`src/rtl/lc3_control_fsm_if.sv`:
```
// Control bundle between the LC-3 control FSM (master) and the CPU datapath (slave):
// run/continue handshake, instruction/branch status in, every datapath control out.
interface lc3_control_fsm_if;
    logic        Run;
    logic        Continue;
    logic [15:0] IR;
    logic        BEN;

    logic        LD_PC, LD_IR, LD_MAR, LD_MDR, LD_REG, LD_CC, LD_BEN;
    logic        GatePC, GateMDR, GateALU, GateMARMUX;
    logic [1:0]  PCMUX;
    logic [1:0]  ADDR2MUX;
    logic        ADDR1MUX;
    logic [1:0]  ALUK;
    logic        DRMUX, SR1MUX, SR2MUX;
    logic        MIO_EN, Mem_OE, Mem_WE;
    logic [4:0]  State_Out;

    modport master (
        input  Run, Continue, IR, BEN,
        output LD_PC, LD_IR, LD_MAR, LD_MDR, LD_REG, LD_CC, LD_BEN,
        output GatePC, GateMDR, GateALU, GateMARMUX,
        output PCMUX, ADDR2MUX, ADDR1MUX, ALUK, DRMUX, SR1MUX, SR2MUX,
        output MIO_EN, Mem_OE, Mem_WE, State_Out
    );

    modport slave (
        output Run, Continue, IR, BEN,
        input  LD_PC, LD_IR, LD_MAR, LD_MDR, LD_REG, LD_CC, LD_BEN,
        input  GatePC, GateMDR, GateALU, GateMARMUX,
        input  PCMUX, ADDR2MUX, ADDR1MUX, ALUK, DRMUX, SR1MUX, SR2MUX,
        input  MIO_EN, Mem_OE, Mem_WE, State_Out
    );
endinterface

```
`src/rtl/lc3_control_fsm.sv`:
```
// LC-3 control unit: Moore FSM sequencing fetch/decode/execute with counted memory wait states.
// Optional JSR/JSRR support (opcode 0100) is compiled in when LC3_JSR_EN is defined.
module lc3_control_fsm #(
    parameter int unsigned MEM_WAIT = 2
) (
    input  logic               Clk,
    input  logic               Reset_al,
    lc3_control_fsm_if.master  ctl
);

    localparam int unsigned   CW       = (MEM_WAIT > 1) ? $clog2(MEM_WAIT) : 1;
    localparam logic [CW-1:0] CNT_LAST = CW'(MEM_WAIT - 1);

    typedef enum logic [4:0] {
        S_HALTED  = 5'd0,
        S_FETCH1  = 5'd1,
        S_FETCH2  = 5'd2,
        S_FETCH3  = 5'd3,
        S_DECODE  = 5'd4,
        S_ADD     = 5'd5,
        S_AND     = 5'd6,
        S_NOT     = 5'd7,
        S_BR      = 5'd8,
        S_BR_TAKE = 5'd9,
        S_JMP     = 5'd10,
        S_LDR1    = 5'd11,
        S_LDR2    = 5'd12,
        S_LDR3    = 5'd13,
        S_STR1    = 5'd14,
        S_STR2    = 5'd15,
        S_STR3    = 5'd16,
        S_PAUSE1  = 5'd17,
        S_PAUSE2  = 5'd18
`ifdef LC3_JSR_EN
        ,
        S_JSR1    = 5'd19,
        S_JSR2    = 5'd20
`endif
    } state_t;

    typedef struct packed {
        logic       ld_pc, ld_ir, ld_mar, ld_mdr, ld_reg, ld_cc, ld_ben;
        logic       gate_pc, gate_mdr, gate_alu, gate_marmux;
        logic [1:0] pcmux;
        logic [1:0] addr2mux;
        logic       addr1mux;
        logic [1:0] aluk;
        logic       drmux, sr1mux, sr2mux;
        logic       mio_en, mem_oe, mem_we;
    } ctrl_t;

    // PC+1 is the resting PCMUX select; every other control idles low.
    localparam ctrl_t RESET_CTRL = '{pcmux: 2'b10, default: '0};

    state_t        state, next_state;
    logic [CW-1:0] cnt, next_cnt;
    ctrl_t         ctrl, next_ctrl;

    logic unused_ir_bits;
    assign unused_ir_bits = ^ctl.IR;

    always_comb begin
        // NOTE: every variable gets a default before the case so no path can infer a latch.
        next_state = state;
        next_cnt   = '0;
        case (state)
            S_HALTED:  if (ctl.Run) next_state = S_FETCH1;
            S_FETCH1:  next_state = S_FETCH2;
            S_FETCH2:  if (cnt == CNT_LAST) next_state = S_FETCH3;
                       else                 next_cnt   = cnt + 1'b1;
            S_FETCH3:  next_state = S_DECODE;
            S_DECODE: begin
                case (ctl.IR[15:12])
                    4'b0001: next_state = S_ADD;
                    4'b0101: next_state = S_AND;
                    4'b1001: next_state = S_NOT;
                    4'b0000: next_state = S_BR;
                    4'b1100: next_state = S_JMP;
                    4'b0110: next_state = S_LDR1;
                    4'b0111: next_state = S_STR1;
                    4'b1101: next_state = S_PAUSE1;
`ifdef LC3_JSR_EN
                    4'b0100: next_state = S_JSR1;
`endif
                    default: next_state = S_FETCH1;
                endcase
            end
            S_ADD, S_AND, S_NOT, S_BR_TAKE, S_JMP, S_LDR3:
                       next_state = S_FETCH1;
            S_BR:      next_state = ctl.BEN ? S_BR_TAKE : S_FETCH1;
            S_LDR1:    next_state = S_LDR2;
            S_LDR2:    if (cnt == CNT_LAST) next_state = S_LDR3;
                       else                 next_cnt   = cnt + 1'b1;
            S_STR1:    next_state = S_STR2;
            S_STR2:    next_state = S_STR3;
            S_STR3:    if (cnt == CNT_LAST) next_state = S_FETCH1;
                       else                 next_cnt   = cnt + 1'b1;
            S_PAUSE1:  if (ctl.Continue)  next_state = S_PAUSE2;
            S_PAUSE2:  if (!ctl.Continue) next_state = S_FETCH1;
`ifdef LC3_JSR_EN
            S_JSR1:    next_state = S_JSR2;
            S_JSR2:    next_state = S_FETCH1;
`endif
            default:   next_state = S_HALTED;
        endcase
    end

    // Controls are decoded from the state being entered so the registered copy belongs to it.
    always_comb begin
        next_ctrl = RESET_CTRL;
        case (next_state)
            S_FETCH1: begin
                next_ctrl.gate_pc = 1'b1;
                next_ctrl.ld_mar  = 1'b1;
                next_ctrl.ld_pc   = 1'b1;
            end
            S_FETCH2, S_LDR2: begin
                next_ctrl.mem_oe = 1'b1;
                next_ctrl.mio_en = 1'b1;
                next_ctrl.ld_mdr = (next_cnt == CNT_LAST);
            end
            S_FETCH3: begin
                next_ctrl.gate_mdr = 1'b1;
                next_ctrl.ld_ir    = 1'b1;
            end
            S_DECODE: next_ctrl.ld_ben = 1'b1;
            S_ADD, S_AND, S_NOT: begin
                next_ctrl.gate_alu = 1'b1;
                next_ctrl.ld_reg   = 1'b1;
                next_ctrl.ld_cc    = 1'b1;
                next_ctrl.sr1mux   = 1'b1;
                next_ctrl.sr2mux   = ctl.IR[5];
                next_ctrl.aluk     = (next_state == S_ADD) ? 2'b00 :
                                     (next_state == S_AND) ? 2'b01 : 2'b10;
            end
            S_BR_TAKE: begin
                next_ctrl.addr2mux = 2'b10;
                next_ctrl.pcmux    = 2'b01;
                next_ctrl.ld_pc    = 1'b1;
            end
            S_JMP: begin
                next_ctrl.addr1mux = 1'b1;
                next_ctrl.pcmux    = 2'b01;
                next_ctrl.ld_pc    = 1'b1;
            end
            S_LDR1, S_STR1: begin
                next_ctrl.gate_marmux = 1'b1;
                next_ctrl.addr1mux    = 1'b1;
                next_ctrl.addr2mux    = 2'b01;
                next_ctrl.ld_mar      = 1'b1;
            end
            S_LDR3: begin
                next_ctrl.gate_mdr = 1'b1;
                next_ctrl.ld_reg   = 1'b1;
                next_ctrl.ld_cc    = 1'b1;
            end
            S_STR2: begin
                next_ctrl.aluk     = 2'b11;
                next_ctrl.gate_alu = 1'b1;
                next_ctrl.ld_mdr   = 1'b1;
            end
            S_STR3: next_ctrl.mem_we = 1'b1;
`ifdef LC3_JSR_EN
            S_JSR1: begin
                next_ctrl.gate_pc = 1'b1;
                next_ctrl.drmux   = 1'b1;
                next_ctrl.ld_reg  = 1'b1;
            end
            S_JSR2: begin
                next_ctrl.pcmux    = 2'b01;
                next_ctrl.ld_pc    = 1'b1;
                next_ctrl.addr1mux = ~ctl.IR[11];
                next_ctrl.addr2mux = ctl.IR[11] ? 2'b11 : 2'b00;
            end
`endif
            default: ;
        endcase
    end

    // NOTE: sequential state uses non-blocking assignments; async reset clears strobes (incl. Mem_WE) at once.
    always_ff @(posedge Clk or negedge Reset_al) begin
        if (!Reset_al) begin
            state <= S_HALTED;
            cnt   <= '0;
            ctrl  <= RESET_CTRL;
        end else begin
            state <= next_state;
            cnt   <= next_cnt;
            ctrl  <= next_ctrl;
        end
    end

    assign ctl.LD_PC      = ctrl.ld_pc;
    assign ctl.LD_IR      = ctrl.ld_ir;
    assign ctl.LD_MAR     = ctrl.ld_mar;
    assign ctl.LD_MDR     = ctrl.ld_mdr;
    assign ctl.LD_REG     = ctrl.ld_reg;
    assign ctl.LD_CC      = ctrl.ld_cc;
    assign ctl.LD_BEN     = ctrl.ld_ben;
    assign ctl.GatePC     = ctrl.gate_pc;
    assign ctl.GateMDR    = ctrl.gate_mdr;
    assign ctl.GateALU    = ctrl.gate_alu;
    assign ctl.GateMARMUX = ctrl.gate_marmux;
    assign ctl.PCMUX      = ctrl.pcmux;
    assign ctl.ADDR2MUX   = ctrl.addr2mux;
    assign ctl.ADDR1MUX   = ctrl.addr1mux;
    assign ctl.ALUK       = ctrl.aluk;
    assign ctl.DRMUX      = ctrl.drmux;
    assign ctl.SR1MUX     = ctrl.sr1mux;
    assign ctl.SR2MUX     = ctrl.sr2mux;
    assign ctl.MIO_EN     = ctrl.mio_en;
    assign ctl.Mem_OE     = ctrl.mem_oe;
    assign ctl.Mem_WE     = ctrl.mem_we;
    assign ctl.State_Out  = state;

endmodule

```
`src/flat_wrapper.sv`:
```
// flat-port wrapper written by rule: the top's interface ports become plain ports
module lc3_control_fsm_flat 
#(
    parameter int unsigned MEM_WAIT = 2
)
  (Clk, Reset_al, ctl_Run, ctl_Continue, ctl_IR, ctl_BEN, ctl_LD_PC, ctl_LD_IR, ctl_LD_MAR, ctl_LD_MDR, ctl_LD_REG, ctl_LD_CC, ctl_LD_BEN, ctl_GatePC, ctl_GateMDR, ctl_GateALU, ctl_GateMARMUX, ctl_PCMUX, ctl_ADDR2MUX, ctl_ADDR1MUX, ctl_ALUK, ctl_DRMUX, ctl_SR1MUX, ctl_SR2MUX, ctl_MIO_EN, ctl_Mem_OE, ctl_Mem_WE, ctl_State_Out);
  lc3_control_fsm_if ctl_i ();
  input  logic Clk;
  input  logic Reset_al;
  input wire logic [$bits(ctl_i.Run)-1:0] ctl_Run;
  input wire logic [$bits(ctl_i.Continue)-1:0] ctl_Continue;
  input wire logic [$bits(ctl_i.IR)-1:0] ctl_IR;
  input wire logic [$bits(ctl_i.BEN)-1:0] ctl_BEN;
  output wire logic [$bits(ctl_i.LD_PC)-1:0] ctl_LD_PC;
  output wire logic [$bits(ctl_i.LD_IR)-1:0] ctl_LD_IR;
  output wire logic [$bits(ctl_i.LD_MAR)-1:0] ctl_LD_MAR;
  output wire logic [$bits(ctl_i.LD_MDR)-1:0] ctl_LD_MDR;
  output wire logic [$bits(ctl_i.LD_REG)-1:0] ctl_LD_REG;
  output wire logic [$bits(ctl_i.LD_CC)-1:0] ctl_LD_CC;
  output wire logic [$bits(ctl_i.LD_BEN)-1:0] ctl_LD_BEN;
  output wire logic [$bits(ctl_i.GatePC)-1:0] ctl_GatePC;
  output wire logic [$bits(ctl_i.GateMDR)-1:0] ctl_GateMDR;
  output wire logic [$bits(ctl_i.GateALU)-1:0] ctl_GateALU;
  output wire logic [$bits(ctl_i.GateMARMUX)-1:0] ctl_GateMARMUX;
  output wire logic [$bits(ctl_i.PCMUX)-1:0] ctl_PCMUX;
  output wire logic [$bits(ctl_i.ADDR2MUX)-1:0] ctl_ADDR2MUX;
  output wire logic [$bits(ctl_i.ADDR1MUX)-1:0] ctl_ADDR1MUX;
  output wire logic [$bits(ctl_i.ALUK)-1:0] ctl_ALUK;
  output wire logic [$bits(ctl_i.DRMUX)-1:0] ctl_DRMUX;
  output wire logic [$bits(ctl_i.SR1MUX)-1:0] ctl_SR1MUX;
  output wire logic [$bits(ctl_i.SR2MUX)-1:0] ctl_SR2MUX;
  output wire logic [$bits(ctl_i.MIO_EN)-1:0] ctl_MIO_EN;
  output wire logic [$bits(ctl_i.Mem_OE)-1:0] ctl_Mem_OE;
  output wire logic [$bits(ctl_i.Mem_WE)-1:0] ctl_Mem_WE;
  output wire logic [$bits(ctl_i.State_Out)-1:0] ctl_State_Out;
  assign ctl_i.Run = ctl_Run;
  assign ctl_i.Continue = ctl_Continue;
  assign ctl_i.IR = ctl_IR;
  assign ctl_i.BEN = ctl_BEN;
  assign ctl_LD_PC = ctl_i.LD_PC;
  assign ctl_LD_IR = ctl_i.LD_IR;
  assign ctl_LD_MAR = ctl_i.LD_MAR;
  assign ctl_LD_MDR = ctl_i.LD_MDR;
  assign ctl_LD_REG = ctl_i.LD_REG;
  assign ctl_LD_CC = ctl_i.LD_CC;
  assign ctl_LD_BEN = ctl_i.LD_BEN;
  assign ctl_GatePC = ctl_i.GatePC;
  assign ctl_GateMDR = ctl_i.GateMDR;
  assign ctl_GateALU = ctl_i.GateALU;
  assign ctl_GateMARMUX = ctl_i.GateMARMUX;
  assign ctl_PCMUX = ctl_i.PCMUX;
  assign ctl_ADDR2MUX = ctl_i.ADDR2MUX;
  assign ctl_ADDR1MUX = ctl_i.ADDR1MUX;
  assign ctl_ALUK = ctl_i.ALUK;
  assign ctl_DRMUX = ctl_i.DRMUX;
  assign ctl_SR1MUX = ctl_i.SR1MUX;
  assign ctl_SR2MUX = ctl_i.SR2MUX;
  assign ctl_MIO_EN = ctl_i.MIO_EN;
  assign ctl_Mem_OE = ctl_i.Mem_OE;
  assign ctl_Mem_WE = ctl_i.Mem_WE;
  assign ctl_State_Out = ctl_i.State_Out;
  lc3_control_fsm #(.MEM_WAIT(MEM_WAIT)) u_core (.Clk(Clk), .Reset_al(Reset_al), .ctl(ctl_i));
endmodule
```
`config.mk`:
```
export PLATFORM = sky130hd
export DESIGN_NAME = lc3_control_fsm_flat
export DESIGN_NICKNAME = d
export VERILOG_FILES = /design/src/rtl/lc3_control_fsm_if.sv /design/src/rtl/lc3_control_fsm.sv /design/src/flat_wrapper.sv
export SDC_FILE = /design/constraint.sdc
export NUM_CORES = 1
export LEC_CHECK = 0
export ABC_AREA = 1
export CAP_MARGIN = 20
export CORE_ASPECT_RATIO = 0.75
export CORE_MARGIN = 2
export CORE_UTILIZATION = 50
export CTS_CLUSTER_SIZE = 20
export DETAILED_ROUTE_END_ITERATION = 8
export DONT_BUFFER_PORTS = 1
export SYNTH_ARGS = -nofsm -noshare
export SYNTH_HDL_FRONTEND = slang
export SYNTH_SLANG_ARGS = --single-unit
```
`constraint.sdc`:
```
create_clock -name Clk -period 2.1 [get_ports Clk]
set_clock_uncertainty 0.1 [all_clocks]
set_input_delay 0.42 -clock Clk [delete_from_list [all_inputs] [get_ports Clk]]
set_output_delay 0.42 -clock Clk [all_outputs]
set_load 0.02 [all_outputs]
```
### Word-level counts from Yosys, hierarchy flattened

Memories as Yosys holds them, arrays and structs flattened.
Cells that the tools add are included.

| storage, ports and cells | value |
|---|---|
| flip-flop bits (word level) | 29 |
| bits in read-only memories | 80 |
| input port bits | 21 |
| output and inout port bits | 29 |
| word-level logic and storage cells | 99 |
| memories kept | 1 |

| cells by class | value |
|---|---|
| add/subtract/negate cells | 1 |
| equal/unequal tests | 33 |
| muxes and demuxes | 29 |
| reductions and logical operators | 13 |

Memory list:

| name | words | width | rd ports | clocked after Yosys merged registers in | wr ports | RTL line | source |
|---|---|---|---|---|---|---|---|
| (name not given) | 16 | 5 | 1 | 0 | 0 | lc3_control_fsm.sv:73 | `case (ctl.IR[15:12])` |

Operators by type and width:

| operator | number |
|---|---|
| $eq A5 B4 Y1 const B | 15 |
| $pmux W5 S14 | 1 |
| $eq A5 B3 Y1 const B | 8 |
| $mux W5 | 6 |
| $eq A5 B2 Y1 const B | 4 |
| $eq A5 B5 Y1 const B | 4 |
| $reduce_or A3 Y1 | 5 |
| $mux W1 | 12 |
| $mux W2 | 6 |
| $eq A5 B1 Y1 const B | 2 |
| $pmux W2 S2 | 2 |
| $reduce_or A2 Y1 | 4 |
| $reduce_or A4 Y1 | 2 |
| $reduce_or A6 Y1 | 1 |
| $logic_not A5 Y1 | 1 |
| $mux W4 | 1 |
| $pmux W1 S2 | 1 |
| $add A1 B1 Y1 const B | 1 |

### Depth between registers and ports, before layout

| depth | value |
|---|---|
| word-level depth | 7 |
| gate-level depth with buffers | 14 |

### Worst setup path before layout

No wires, ideal clock.

| path | value |
|---|---|
| path kind | reg2reg |
| start | register u_core.state[4] (netlist: u_core.ctl.State_Out[4]) |
| end | register u_core.ctrl, in the netlist u_core.ctl.LD_MAR |
| library setup time | 0.118 ns |
| arrival | 1.526 ns |
| setup slack | 0.356 ns |
| cell stages (with the launch flop) | 13 |
| period minus slack after synthesis | 1.744 ns |
| cell sequence | dfrtp_1 -> buf_2 -> inv_2 -> nand3_2 -> nand2_1 -> nor2_2 -> nand2_2 -> nor2_4 -> nand2_4 -> nand3_1 -> nand2_2 -> inv_2 -> nand2_1 |

RTL lines:

| what | RTL line | source |
|---|---|---|
| start: declaration | lc3_control_fsm.sv:55 | `state_t state, next_state;` |
| start signal: assignment | lc3_control_fsm.sv:187 | `state <= next_state;` |
| end signal: assignment | lc3_control_fsm.sv:189 | `ctrl <= next_ctrl;` |
| end: declaration | lc3_control_fsm.sv:57 | `ctrl_t ctrl, next_ctrl;` |

==> results.md <==
Critical path:
- The setup check on the worst reg-to-reg path leaves a slack of ~0.23 ns.
- The worst reg2reg path depth is 10.
- The kind of critical path is flip-flop to flip-flop.
- The type of element capturing the critical path is a flip-flop.
- For the worst setup path, the data required time is 2.16 ns.
- The maximum fanout encountered on the critical timing path is 7.
- The worst setup path is launched from a flip-flop.
- For the worst setup path, the data arrival time is 1.93 ns.

Die:
- The placeable core region is 2683 um^2.
- The area of the die is 3357 um^2.
- The die is approximately 51 um tall.
- The overall die width is 66.24 um.
- After floorplanning, the core was divided into 16 placement rows.
- The top-level port count is 50.
- For this configuration, the core starts out at a cell density of 0.5415.

Place:
- The number of placed instances with taps included is ~200.
- Detailed placement finished with a half-perimeter wire length of 2282 um.
- Prior to clock tree synthesis, the placed netlist has a worst setup slack of 0.1391 ns.
- The congestion estimate from routability-driven global placement came to 0.7987.
- During placement, the flow inserted port buffers numbering 0.

Detailed routing:
- The final route contains 1,088 vias.
- The number of iterations in the first detailed-routing pass is 4.
- The detail-routed via count per cell is 5.256.
- In this run, the number of DRC markers left after iteration 0 of detailed routing was slightly above 80.
- After detailed routing, the number of remaining DRC violations is 0.
- After detailed routing, the average wire length per cell comes to 13.93 um.
- The overall routed net length is 2883 um.
- Once detail routing completed, the nets flagged for antenna violations numbered 0.

Final layout:
- The number of inserted diodes is 0.
- For this run, the number of standard cells in the final layout without fillers is 207.
- The footprint of the multi-input gates is 663.1 um^2.
- The area growth from synthesis to layout is 7.235%.
- The layout has 257 filler cells.
- Of the cells placed in the final design, the portion with a size suffix greater than 1 is 0.3041.
- The final net count is 193.
- The sequential cells in the finished layout cover a total of 681.9 um^2.

Logic synthesis:
- The cell count after synthesis is roughly 170.
- For this run, the register share of the synthesized area comes to 0.4660.
- Yosys printed 0 warnings.
- Synthesis instantiated 27 different standard cells from the library.
- The total nets after synthesis is 189.
- After synthesis the cells add up to 1453 um^2.
- Counting flops and latches in the post-synthesis netlist gives 27.
- The synthesized area per cell is 8.647 um^2.

Outcome:
- The run finished with clean final reports.

Timing:
- Derived from the worst setup path, the maximum achievable clock frequency is around 530 MHz.
- The portion of the clock cycle consumed by the worst path in the final layout is 0.8902.
- Once routing completed, OpenROAD measured the worst setup slack at 0.2305 ns.
- Setup repair after global routing left no endpoint under its margin.
- Setup violations remaining at the end of the flow were counted as 0.
- The hold violation total from the final report came to 0.
- The final count of pins violating max slew is 0.
- The worst path needs 1.870 ns of the cycle, external delays included.
- The summed negative setup slack over all endpoints is 0 ns.

Clock network:
- The total clock sinks is 27.
- The maximum level of the CTS H-tree is 1.
- The cell sitting at the root of the clock tree is a clkbuf_8.
- The clock latency on the worst-skew pair is around 0.26 ns.
- After clock tree synthesis, the clock-pin slew on the worst setup and hold paths is 0.09 ns.
- The clock passes through at most 2 buffers.
- The number of buffers inserted during clock tree synthesis is 3.
- The clock tree from TritonCTS is built.

Global route:
- The initial antenna violation count came to 0.
- The global router's overall resource usage is 0.1976.
- The overall overflow remaining after global route is 0.
- The first global-routing pass estimated 4988 um of wire.
- The number of global-route vias before repair is about 1.1k.
- The largest net degree at the start of global routing is 28.

Flow run:
- The total of max-cap violations is 0.

Pwr:
- For this design the static power due to leakage is 0.8884 nW.
- VDD sags by at most 0.6628 mV.
- For this design the ratio of total power to cell area is 1327 nW/um^2.

Hold path:
- The class of the most critical hold timing path is input port to flip-flop.
- The number of cells on the worst hold path is 2.
-- logic make-up after synthesis --
family                 after synthesis  share of synthesized area
AOI/OAI and AO/OA                    7                    0.03015
buffers and inverters               26                    0.07752
DFF                                 27                     0.4660
other                                1                   0.002582
and+or+nand+nor                    107                     0.4238
-- layout by cell type (no fill, tap or decap), drive strengths merged --
cell / count
nand2: 53
nor2: 28
dfrtp: 26
inv: 22
nand3: 16
nand4: 7
clkbuf: 4
o21ai: 3
a21oi: 3
buf: 2
nand3b: 1
nor3: 1
a31oi: 1
nor4: 1
conb: 1
dlygate4sd3: 1
dfstp: 1
-- metrics by stage --
stage	instance area, um^2	power [mW]	hold slack (ns)	utilization
after floorplan	1453	1.636	0.02441	-
after global placement	1478	1.759	0.02496	0.5508
after detailed placement	1478	1.781	0.02501	0.5508
after CTS	1553	2.080	0.1603	0.5788
after global routing	1558	2.226	0.1555	0.5807
final	1558	2.067	0.1643	0.5807
-- report_power, final --
part	switching, mW	internal, mW	total, mW
logic	0.574	0.274	0.848
clock network	0.145	0.135	0.280
registers	0.288	0.651	0.938
total	1.01	1.06	2.07
-- sequential cells by signal, indices dropped and copies added (netlist names), 2 cells and up --
name,cells
u_core.ctl.PCMUX,2
u_core.ctl.State_Out,5
u_core.ctl.ALUK,2
u_core.ctl.ADDR2MUX,2
-- cell type report --
cell class	count	area share
Multi-Input combinational cell	115	0.4257
Clock buffer	4	0.02892
Sequential cell	27	0.4378
Tap cell	36	0.02892
Timing Repair Buffer	3	0.02410
Inverter	22	0.05462
-- routing by layer --
layer | share of wire | GRT usage | vias up
met5 | 0 | 0 | -
met4 | 0 | 0.05782 | 0
met3 | 0.049 | 0.05830 | 0
met2 | 0.50 | 0.3267 | 30
met1 | 0.45 | 0.2504 | 527
li1 | - | - | 531
-- cell usage after synthesis --
master	count	share of area
inv_1	14	0.036
a31oi_1	1	0.0043
buf_4	3	0.016
nor2_2	6	0.026
nand2_1	42	0.11
nand3_2	6	0.041
conb_1	1	0.0026
o21ai_1	1	0.0034
nand3b_1	1	0.0052
o21ai_0	2	0.0069
buf_2	1	0.0034
a21oi_1	1	0.0034
nor4_1	1	0.0043
nand2_2	8	0.034
inv_4	1	0.0043
nand4_1	7	0.030
dfrtp_1	26	0.45
dfstp_2	1	0.018
nand2_4	3	0.023
a21oi_2	2	0.012
nor3_1	1	0.0034
nand3_4	1	0.012
nor2_4	7	0.054
inv_2	7	0.018
nor2_1	14	0.036
nor2_8	1	0.014
nand3_1	9	0.031
-- timing repair --
item / 4_1_cts / 5_1_grt
buffers inserted: 0 / 0
resized for setup: 0 / 4
endpoints found under the setup margin: 0 / 7
hold buffers: 2 / 0
endpoints found under the hold margin: 27 / 0
-- critical path, stage by stage (launching register included) --
cell     delay, ns
dfrtp_2       0.51
nor2_4        0.26
nand2_2       0.10
nor2_4        0.15
nand2_1       0.12
nand2_2       0.10
nor2_4        0.04
nand2_4       0.08
nor2_8        0.05
a21oi_2       0.18
nand2_1       0.07
-- worst paths after layout --
path / from / end
max: u_core.ctl.State_Out[1]$_DFF_PN0_ / u_core.ctl.LD_PC$_DFF_PN0_
min: ctl_IR[5] / u_core.ctl.SR2MUX$_DFF_PN0_
max reg2reg: u_core.ctl.State_Out[1]$_DFF_PN0_ / u_core.ctl.LD_PC$_DFF_PN0_
min reg2reg: u_core.cnt$_DFF_PN0_ / u_core.cnt$_DFF_PN0_
max in group asynchronous: Reset_al / u_core.ctl.PCMUX[1]$_DFF_PN1_
min in group asynchronous: Reset_al / u_core.ctl.Mem_WE$_DFF_PN0_
Power figures use the tool's default switching activity.
